<file path="src/rtl/regfile_arb_pkg.sv">
// Shared declarations for the register-file write arbiter.
//   ADDR_W  : register address width of the MIPS register file
//   REGS    : number of architectural registers (2**ADDR_W)
//   src_e   : identifies which writeback source owns a write
//   state_e : occupancy of the single output stage
package regfile_arb_pkg;

  localparam int ADDR_W = 5;
  localparam int REGS   = 2 ** ADDR_W;

  typedef enum logic {
    SRC_ALU  = 1'b0,
    SRC_LOAD = 1'b1
  } src_e;

  // IDLE  : nothing presented to the register file
  // WRITE : a write is presented and the register file is accepting
  // HELD  : a write is presented but the register file is frozen
  typedef enum logic [1:0] {
    IDLE  = 2'd0,
    WRITE = 2'd1,
    HELD  = 2'd2
  } state_e;

endpackage

</file>
<file path="src/rtl/regfile_write_arbiter_decoder.sv">
// Binary-to-one-hot decoder feeding the register-file write enables.
// Ports:
//   a : register address (AW bits)
//   y : one-hot output, bit a is set, all others clear (2**AW bits)
// Purely combinational; the caller gates the result with its own valid.
module regfile_write_arbiter_decoder
  import regfile_arb_pkg::*;
#(
  parameter int AW = ADDR_W
) (
  input  logic [AW-1:0]       a,
  output logic [(2**AW)-1:0]  y
);

  generate
    for (genvar gi = 0; gi < (2 ** AW); gi++) begin : g_dec
      assign y[gi] = (a == AW'(gi));
    end
  endgenerate

endmodule

</file>
<file path="src/rtl/regfile_write_arbiter.sv">
// Shares the single register-file write port between the ALU writeback
// (source 0) and the load writeback (source 1). A round-robin arbiter picks
// one source per cycle, the winning write is registered into one output
// stage, and that stage drives the one-hot write enables.
// Ports:
//   clk, rst           : rising-edge clock, synchronous active-low reset
//   req0_* / req1_*    : valid/addr/data in, ready out (combinational)
//   wr_stall           : register file frozen, output stage must hold
//   we                 : one-hot write enables, zero when nothing presented
//   wdata              : write data presented with we
//   wr_fire            : a (nonzero-register) write is presented this cycle
//   grant_id           : source of the presented write
//   drop_r0            : one-cycle pulse, an accepted write to $0 was discarded
module regfile_write_arbiter #(
  parameter int DATA_W = 32,
  parameter int ADDR_W = 5
) (
  input  logic                    clk,
  input  logic                    rst,
  input  logic                    req0_valid,
  input  logic [ADDR_W-1:0]       req0_addr,
  input  logic [DATA_W-1:0]       req0_data,
  output logic                    req0_ready,
  input  logic                    req1_valid,
  input  logic [ADDR_W-1:0]       req1_addr,
  input  logic [DATA_W-1:0]       req1_data,
  output logic                    req1_ready,
  input  logic                    wr_stall,
  output logic [(2**ADDR_W)-1:0]  we,
  output logic [DATA_W-1:0]       wdata,
  output logic                    wr_fire,
  output logic                    grant_id,
  output logic                    drop_r0
);

  import regfile_arb_pkg::*;

  localparam int NUM_REGS = 2 ** ADDR_W;

  // Registered state
  state_e              state_q, state_d;
  logic [ADDR_W-1:0]   addr_q,  addr_d;
  logic [DATA_W-1:0]   wdata_q, wdata_d;
  src_e                src_q,   src_d;
  src_e                rr_q,    rr_d;
  logic                drop_q,  drop_d;

  // Arbitration signals
  logic                out_valid;
  logic                space;
  logic                xfer;
  src_e                grant;
  logic [ADDR_W-1:0]   sel_addr;
  logic [DATA_W-1:0]   sel_data;
  logic                sel_zero;
  logic [NUM_REGS-1:0] dec_y;

  assign out_valid = (state_q != IDLE);

  // The stage can take a new write when empty or when the presented write
  // retires this cycle (register file not frozen).
  assign space = ~out_valid | ~wr_stall;

  // ------------------------------------------------------------------
  // Round-robin arbitration
  // ------------------------------------------------------------------
  always_comb begin
    grant = SRC_ALU;
    if (req0_valid && req1_valid) begin
      grant = rr_q;
    end else if (req1_valid) begin
      grant = SRC_LOAD;
    end
  end

  always_comb begin
    sel_addr = req0_addr;
    sel_data = req0_data;
    if (grant == SRC_LOAD) begin
      sel_addr = req1_addr;
      sel_data = req1_data;
    end
  end

  assign sel_zero = (sel_addr == '0);

  // Readys are forced low while reset is asserted so nothing is consumed
  // from the requesters during the reset cycle.
  assign req0_ready = rst & space & req0_valid & (grant == SRC_ALU);
  assign req1_ready = rst & space & req1_valid & (grant == SRC_LOAD);
  assign xfer       = req0_ready | req1_ready;

  // ------------------------------------------------------------------
  // FSM: state register
  // ------------------------------------------------------------------
  always_ff @(posedge clk) begin
    if (!rst) begin
      state_q <= IDLE;
      addr_q  <= '0;
      wdata_q <= '0;
      src_q   <= SRC_ALU;
      rr_q    <= SRC_ALU;
      drop_q  <= 1'b0;
    end else begin
      state_q <= state_d;
      addr_q  <= addr_d;
      wdata_q <= wdata_d;
      src_q   <= src_d;
      rr_q    <= rr_d;
      drop_q  <= drop_d;
    end
  end

  // ------------------------------------------------------------------
  // FSM: next-state and datapath next values
  // ------------------------------------------------------------------
  always_comb begin
    state_d = state_q;
    case (state_q)
      IDLE, WRITE, HELD: begin
        // All three states share the same exit rules: a transfer reloads
        // the stage (unless it targets $0), otherwise the stage drains
        // when it has space and is held when it does not.
        if (xfer) begin
          state_d = sel_zero ? IDLE : WRITE;
        end else if (space) begin
          state_d = IDLE;
        end else begin
          state_d = HELD;
        end
      end
      default: state_d = IDLE;
    endcase
  end

  always_comb begin
    addr_d  = addr_q;
    wdata_d = wdata_q;
    src_d   = src_q;
    rr_d    = rr_q;
    drop_d  = 1'b0;
    if (xfer) begin
      // Priority passes to the other source whether or not the write
      // was to $0, so a stream of $0 writes cannot starve its peer.
      rr_d = src_e'(~grant);
      if (sel_zero) begin
        drop_d = 1'b1;
      end else begin
        addr_d  = sel_addr;
        wdata_d = sel_data;
        src_d   = grant;
      end
    end
  end

  // ------------------------------------------------------------------
  // FSM: outputs
  // ------------------------------------------------------------------
  regfile_write_arbiter_decoder #(
    .AW (ADDR_W)
  ) u_decoder (
    .a (addr_q),
    .y (dec_y)
  );

  always_comb begin
    we       = dec_y & {NUM_REGS{out_valid}};
    wdata    = wdata_q;
    wr_fire  = out_valid;
    grant_id = src_q;
    drop_r0  = drop_q;
  end

endmodule

</file>
<file path="config.mk">
export PLATFORM = sky130hd
export DESIGN_NAME = regfile_write_arbiter
export DESIGN_NICKNAME = d
export VERILOG_FILES = /design/src/rtl/regfile_arb_pkg.sv /design/src/rtl/regfile_write_arbiter_decoder.sv /design/src/rtl/regfile_write_arbiter.sv
export SDC_FILE = /design/constraint.sdc
export NUM_CORES = 1
export LEC_CHECK = 0
export CORE_MARGIN = 3
export CORE_UTILIZATION = 40
export DETAILED_ROUTE_END_ITERATION = 16
export PLACE_DENSITY = 0.88
export SLEW_MARGIN = 5
export SYNTH_ARGS = -nofsm -noshare
export SYNTH_HDL_FRONTEND = slang
export SYNTH_SLANG_ARGS = --single-unit
</file>
<file path="constraint.sdc">
create_clock -name clk -period 3.65 [get_ports clk]
set_input_delay 0.365 -clock clk [delete_from_list [all_inputs] [get_ports clk]]
set_output_delay 0.365 -clock clk [all_outputs]
set_load 0.05 [all_outputs]
</file>
==> run summary <==
RUN STATUS
-------------------------------------------------------------------------------------
Status                                                                   finished clean

SYNTH
-------------------------------------------------------------------------------------
Net count of the mapped netlist                                                   347
Flops & latches, synth                                                             42
Area share of the largest cell type after synthesis                             0.360
Sequential area share after synthesis                                           0.360
Unique cell type count in the Yosys netlist                                        39
Dominant cell type by area after synthesis                               sky130_fd_sc_hd__dfxtp_1
Biggest area contributors in the synthesized netlist                     sky130_fd_sc_hd__dfxtp_1, sky130_fd_sc_hd__mux2i_1, sky130_fd_sc_hd__nand2_1, sky130_fd_sc_hd__nor2_1, sky130_fd_sc_hd__buf_12
Post-synthesis instance total                                                     268
Synthesized area divided by synthesized cell count                          8.71 um^2
Count of warnings emitted by yosys                                                  0
Post-Syn Area                                                            0.00233 mm^2

CLOCK NETWORK
-------------------------------------------------------------------------------------
CTS root buffer                                                          sky130_fd_sc_hd__clkbuf_8
Clk buf depth                                                                       2
Number of post-CTS setup repair buffers                                             0
# resized after CTS                                                                 0
Post-cts hold buffer count                                                          0
Clock insertion delay at the later pin of the skew report                      280 ps
Total clock sinks                                                                  42
H-tree levels                                                                       2
Clock buffer count from CTS                                                         5
CTS clk-pin slew, worst paths                                                   80 ps
TritonCTS clock tree                                                            built

FLOORPLANNING
-------------------------------------------------------------------------------------
Die area                                                                 0.00679 mm^2
Starting Density                                                                0.419
Core Region                                                              0.00557 mm^2
Overall die width                                                             82.4 um
DIE HEIGHT                                                                    82.4 um
Number of placed I/O pins                                                         148
Placement row count                                                                27

SETUP PATH
-------------------------------------------------------------------------------------
Type of element launching the critical path                              primary input
Setup Crit Path Kind                                                        in -> reg
Arrival time of the worst setup path                                          2870 ps
Reg2reg path depth                                                                  6
Worst-path maximum fanout                                                          22
Required time reported for the critical path endpoint                         3860 ps
Crit. End Element                                                           flip-flop

FINAL LAYOUT
-------------------------------------------------------------------------------------
Multi-input logic area                                                   0.00137 mm^2
Post-layout nets                                                                  487
Number of fill cells in the layout                                                477
Share of final-layout standard cells stronger than drive strength 1            0.0513
Most frequent standard cell in the layout excluding fill and tap cells   sky130_fd_sc_hd__clkdlybuf4s50_1
Post-Route Utilization                                                          0.699
Inserted Diodes                                                                     0
Storage cell area                                                            841 um^2
Layout overhead on the synthesized area                                         67.0%
Top library cells by usage in the layout, fill and taps aside            sky130_fd_sc_hd__clkdlybuf4s50_1, sky130_fd_sc_hd__mux2i_1, sky130_fd_sc_hd__nand2_1

GLOBAL ROUTE
-------------------------------------------------------------------------------------
Tot GR Track Use                                                                0.207
Initial antenna violation count                                                     0
Grt total ovfl                                                                      0
Vias in the first global route                                                   2357
Grt met1 use                                                                    0.220
Global-route wire length before repair                                       11000 um
Pin count of the biggest net entering global routing                               43
Met2 usage                                                                      0.389
Layer with the highest usage                                                     met2
Met3 track demand over resource                                                0.0759

PWR
-------------------------------------------------------------------------------------
Worst supply voltage drop on vdd                                           0.000290 V
Post-layout total power                                                       1.42 mW
Static Leakage                                                                1.60 nW
Power density over the cells                                              365 mW/mm^2

STA
-------------------------------------------------------------------------------------
Post-layout minimum cycle time                                                2660 ps
Post-layout worst setup margin                                                 992 ps
Number of endpoints with negative hold slack in the final report                    0
Number of failing setup endpoints in the final timing report                        0
Setup repair after global routing missed its margin                             false
Minimum hold slack                                                             460 ps
Highest clock frequency the design can meet                                   376 MHz
Final count of pins violating max slew                                              0
Max Clock Skew                                                                7.71 ps
Setup TNS                                                                        0 ps
Period utilisation layout                                                       0.728
Worst slew pin tran                                                            866 ps
Worst-case headroom to the max-slew limit                                       0.421

PLACE
-------------------------------------------------------------------------------------
Setup WS pre-CTS                                                               669 ps
Buffers on Ports                                                                  147
Final RePlAce weighted congestion                                               0.789
Post-detailed-placement half-perimeter wirelength                             5700 um

WORST HOLD PATH
-------------------------------------------------------------------------------------
Min-Delay Path Depth                                                                2
Class of the most critical hold timing path                                reg -> reg

DETAILED ROUTING
-------------------------------------------------------------------------------------
Initial drt markers                                                               100
Total via count in the routed design                                             2411
DRC violation count after routing                                                   0
Number of detailed-route iterations in the first pass                               6
Antenna viol nets, final                                                            0
Mean number of vias per cell                                                     5.01
Total detailed-routing wirelength                                             7120 um
Average wire per standard cell                                                14.8 um

JOB
-------------------------------------------------------------------------------------
Number of max-cap violations                                                        0

-- logic make-up after synthesis --
family / count (synthesis) / share of synthesized area
xor+xnor: 1 / 0.00375
mux: 67 / 0.287
simple gates: 116 / 0.221
compound gates: 22 / 0.0707
buf+inv: 20 / 0.0568
flops: 42 / 0.360
-- power breakdown --
group          internal, mW  switching, mW
combinational         0.236          0.334
sequential            0.512         0.0322
clock                 0.152          0.158
-- stage by stage --
| stage | std cells | area, um^2 |
|---|---|---|
| 2_1_floorplan | 268 | 2330 |
| 3_3_place_gp | 473 | 3800 |
| 3_5_place_dp | 473 | 3800 |
| 4_1_cts | 481 | 3900 |
| 5_1_grt | 481 | 3900 |
| 6_report | 481 | 3900 |
-- area by class of cell --
class / instances / area share
Inverter: 2 / 0.00193
Sequential cell: 42 / 0.216
Multi-Input combinational cell: 206 / 0.351
Timing Repair Buffer: 151 / 0.384
Clock buffer: 6 / 0.0212
Clock inverter: 2 / 0.00321
Tap cell: 72 / 0.0231
-- per-layer routing --
layer  wire (um)  share of wire
met1        2720           0.38
met2        3570           0.50
met3         779           0.11
met4          58         0.0081
met5           0              0
-- cells in the mapped netlist, drive strengths merged --
| cell | count |
|---|---|
| nor3 | 2 |
| nand2 | 50 |
| inv | 2 |
| nand3 | 5 |
| nor4 | 2 |
| clkbuf | 7 |
| a21oi | 7 |
| or3 | 2 |
| xor2 | 1 |
| o211ai | 1 |
| and3 | 1 |
| o2111ai | 2 |
| a2111oi | 1 |
| o21ai | 3 |
| nand3b | 2 |
| nor2b | 4 |
| nor2 | 38 |
| o22ai | 3 |
| nand2b | 3 |
| o32ai | 1 |
| dfxtp | 42 |
| buf | 11 |
| a211oi | 3 |
| or4 | 2 |
| a21boi | 1 |
| or2 | 2 |
| and2 | 3 |
| mux2i | 67 |
-- path summary, 6_finish.rpt --
| path | from | slack, ps | end |
|---|---|---|---|
| worst max-delay path | req1_valid | 990 | wdata[24] |
| worst max register to register | state_q[1] | 1090 | wdata[24] |
| worst min-delay path | wdata[21] | 460 | wdata[21] |
| worst min register to register | wdata[21] | 460 | wdata[21] |
-- worst max-delay path: stages --
cell and delay, ps:
sky130_fd_sc_hd__clkdlybuf4s50_1 710, sky130_fd_sc_hd__o211ai_1 120, sky130_fd_sc_hd__buf_4 200, sky130_fd_sc_hd__a211oi_4 740, sky130_fd_sc_hd__buf_4 470, sky130_fd_sc_hd__mux2i_1 230
-- state kept, by name (all words and copies together), names as in the netlist --
| signal | flops |
|---|---|
| wdata | 32 |
| addr_q | 5 |
| state_q | 2 |
| drop_r0 | 1 |
| grant_id | 1 |
| rr_q | 1 |
No activity file was read; power rests on OpenSTA's default activity.
==> edit (config.mk and constraints unchanged) <==
Set the parameter `DATA_W` to 64 (it was 32).
--- a/src/rtl/regfile_write_arbiter.sv
+++ b/src/rtl/regfile_write_arbiter.sv
@@ -14,3 +14,3 @@
 module regfile_write_arbiter #(
-  parameter int DATA_W = 32,
+  parameter int DATA_W = 64,
   parameter int ADDR_W = 5
Interface: changed (resized req0_data, req1_data and wdata); port bits go from 148 to 244. The function was not compared with the original's and may differ.
==> edit against the original RTL <==
  * Total power up 81%
  * First-iteration DRC count down 19%
  * Final area up 63%
  * Final cell count up 53%
  * Highest routed layer unchanged
  * Worst setup slack worse by 0.24 ns
  * Routed wire length up 68%
  * Sequential cell count up 32
  * Critical path depth unchanged
  * Area after synthesis up 60%
  * Sequential share of layout area up 1.7 points
==> edit: results (changes against the original RTL) <==
==================================================================================
Sw Ratio                                                                     35.8%   -0.96 points
Status                                                                   completed
RD Place Congestion                                                          0.868   +10%
Compound-Gate Fraction of Synth Area                                         4.10%   -3.0 points
Share of post-route cells with drive strength above 1                        4.44%   -0.69 points
DR iter-0 viols                                                                 81   -19%
Depth of the CTS H-tree                                                          3   +1
Post-placement setup slack                                                0.736 ns   +0.0665 ns
Critical Path AT                                                           2.53 ns   -0.34 ns
Post-Synthesis Mean Instance Area                                       9.41 sq um   +8.0%
Xor/xnor cell area share of the yosys netlist                               0.235%   -0.14 points
Wire length of the first global-routing pass                          18,500 microns   +68%
WL/cell                                                               16.2 microns   +9.3%
Routed WL                                                             11,900 microns   +68%
Worst supply voltage drop on vdd                                          0.235 mV   -19%
Reg-to-Reg Start                                                      rr_q$_SDFFE_PN0N_
Total number of nets in the final design                                       768   +58%
Leak                                                                       2.91 nW   +82%
Post-synthesis cell type count                                                  35   -10%
Pin count of the biggest net entering global routing                            69   +60%
Layout filler cell count                                                       682   +43%
TritonRoute pass-1 iters                                                         4   -2
Number of global-route vias before repair                                    3,829   +62%
Source of the worst hold timing path                                  wdata[2]$_SDFFE_PN0P_
Number of placed cells counting well taps                                      722   +53%
Launching element of the worst setup path                               req0_valid
Flip-flop count of the largest register, all copies and words added             64   +100%
Most area-consuming cells after synthesis                             dfxtp_1, mux2i_1, nand2_1
Clock insertion delay at the later pin of the skew report                  0.33 ns   +0.05 ns
Commonest cells in the synthesized netlist                            mux2i_1, nand2_1, dfxtp_1
Total clock buffers created by CTS                                               9   +4
Resized Gates After CTS                                                          0   unchanged
Sequential fraction of the synthesis area                                    39.8%   +3.8 points
Count of buffers from port buffering                                           243   +65%
Post-route standard cell area excluding fillers                         6360 sq um   +63%
Vias per Instance                                                             5.01   about the same
Global-route usage over all layers                                           22.4%   +1.6 points
Post-DP HPWL                                                          9360 microns   +64%
==================================================================================
==> edit: changes by cell type in the layout (fill, tap and decap cells not counted), moves of 2 or more <==
cell and delta:
nor4_1 -2, clkdlybuf4s50_1 +97, a32o_1 +3, or4_1 -2, mux2i_1 +62, dfxtp_1 +32
nand2_1 +27, clkbuf_1 +2, buf_4 -4, nor2_1 +3, mux2_2 +2, clkbuf_8 +4
a21oi_1 -3, a211oi_1 -2
==> edit: worst paths after layout <==
check	endpoint	slack, ns	depth (start not counted)
setup reg to reg	addr_q[0]$_SDFFE_PN0P_	1.25	5
hold / removal	wdata[2]$_SDFFE_PN0P_	0.46	2
hold reg to reg	wdata[2]$_SDFFE_PN0P_	0.46	2
setup / recovery	req0_ready	0.75	6
==> edit: power by group through the flow <==
stage / registers (mW) / clock network (mW) / logic [mW]
after CTS: 0.960 / 0.647 / 1.00
after global routing: 0.972 / 0.682 / 1.04
after global placement: 0.972 / 0 / 0.980
after floorplan: 1.28 / 0 / 0.297
final: 0.960 / 0.629 / 0.993
after detailed placement: 0.977 / 0 / 0.997
==> edit: worst max-delay path, stage by stage <==
cell and delay [ns]:
clkdlybuf4s50_1 0.53, nand2b_1 0.20, nand2_4 0.42, nand2_1 0.11, nor2_1 0.10, clkdlybuf4s50_1 0.81
==> edit: final cells by class <==
class / instances / area share [%]
Inverter: 2 / 0.118
Tap cell: 108 / 2.13
Multi-Input combinational cell: 292 / 32.6
Sequential cell: 74 / 23.3
Clock inverter: 4 / 0.807
Clock buffer: 12 / 2.28
Timing Repair Buffer: 246 / 38.7
==> edit: metal layers <==
layer / GRT usage (%) / share of wire (%) / vias to the layer above
li1: - / - / 1821
met1: 23.7 / 37 / 1687
met2: 42.5 / 53 / 170
met3: 6.77 / 8.7 / 19
met4: 6.26 / 1.5 / 0
met5: 0 / 0 / -
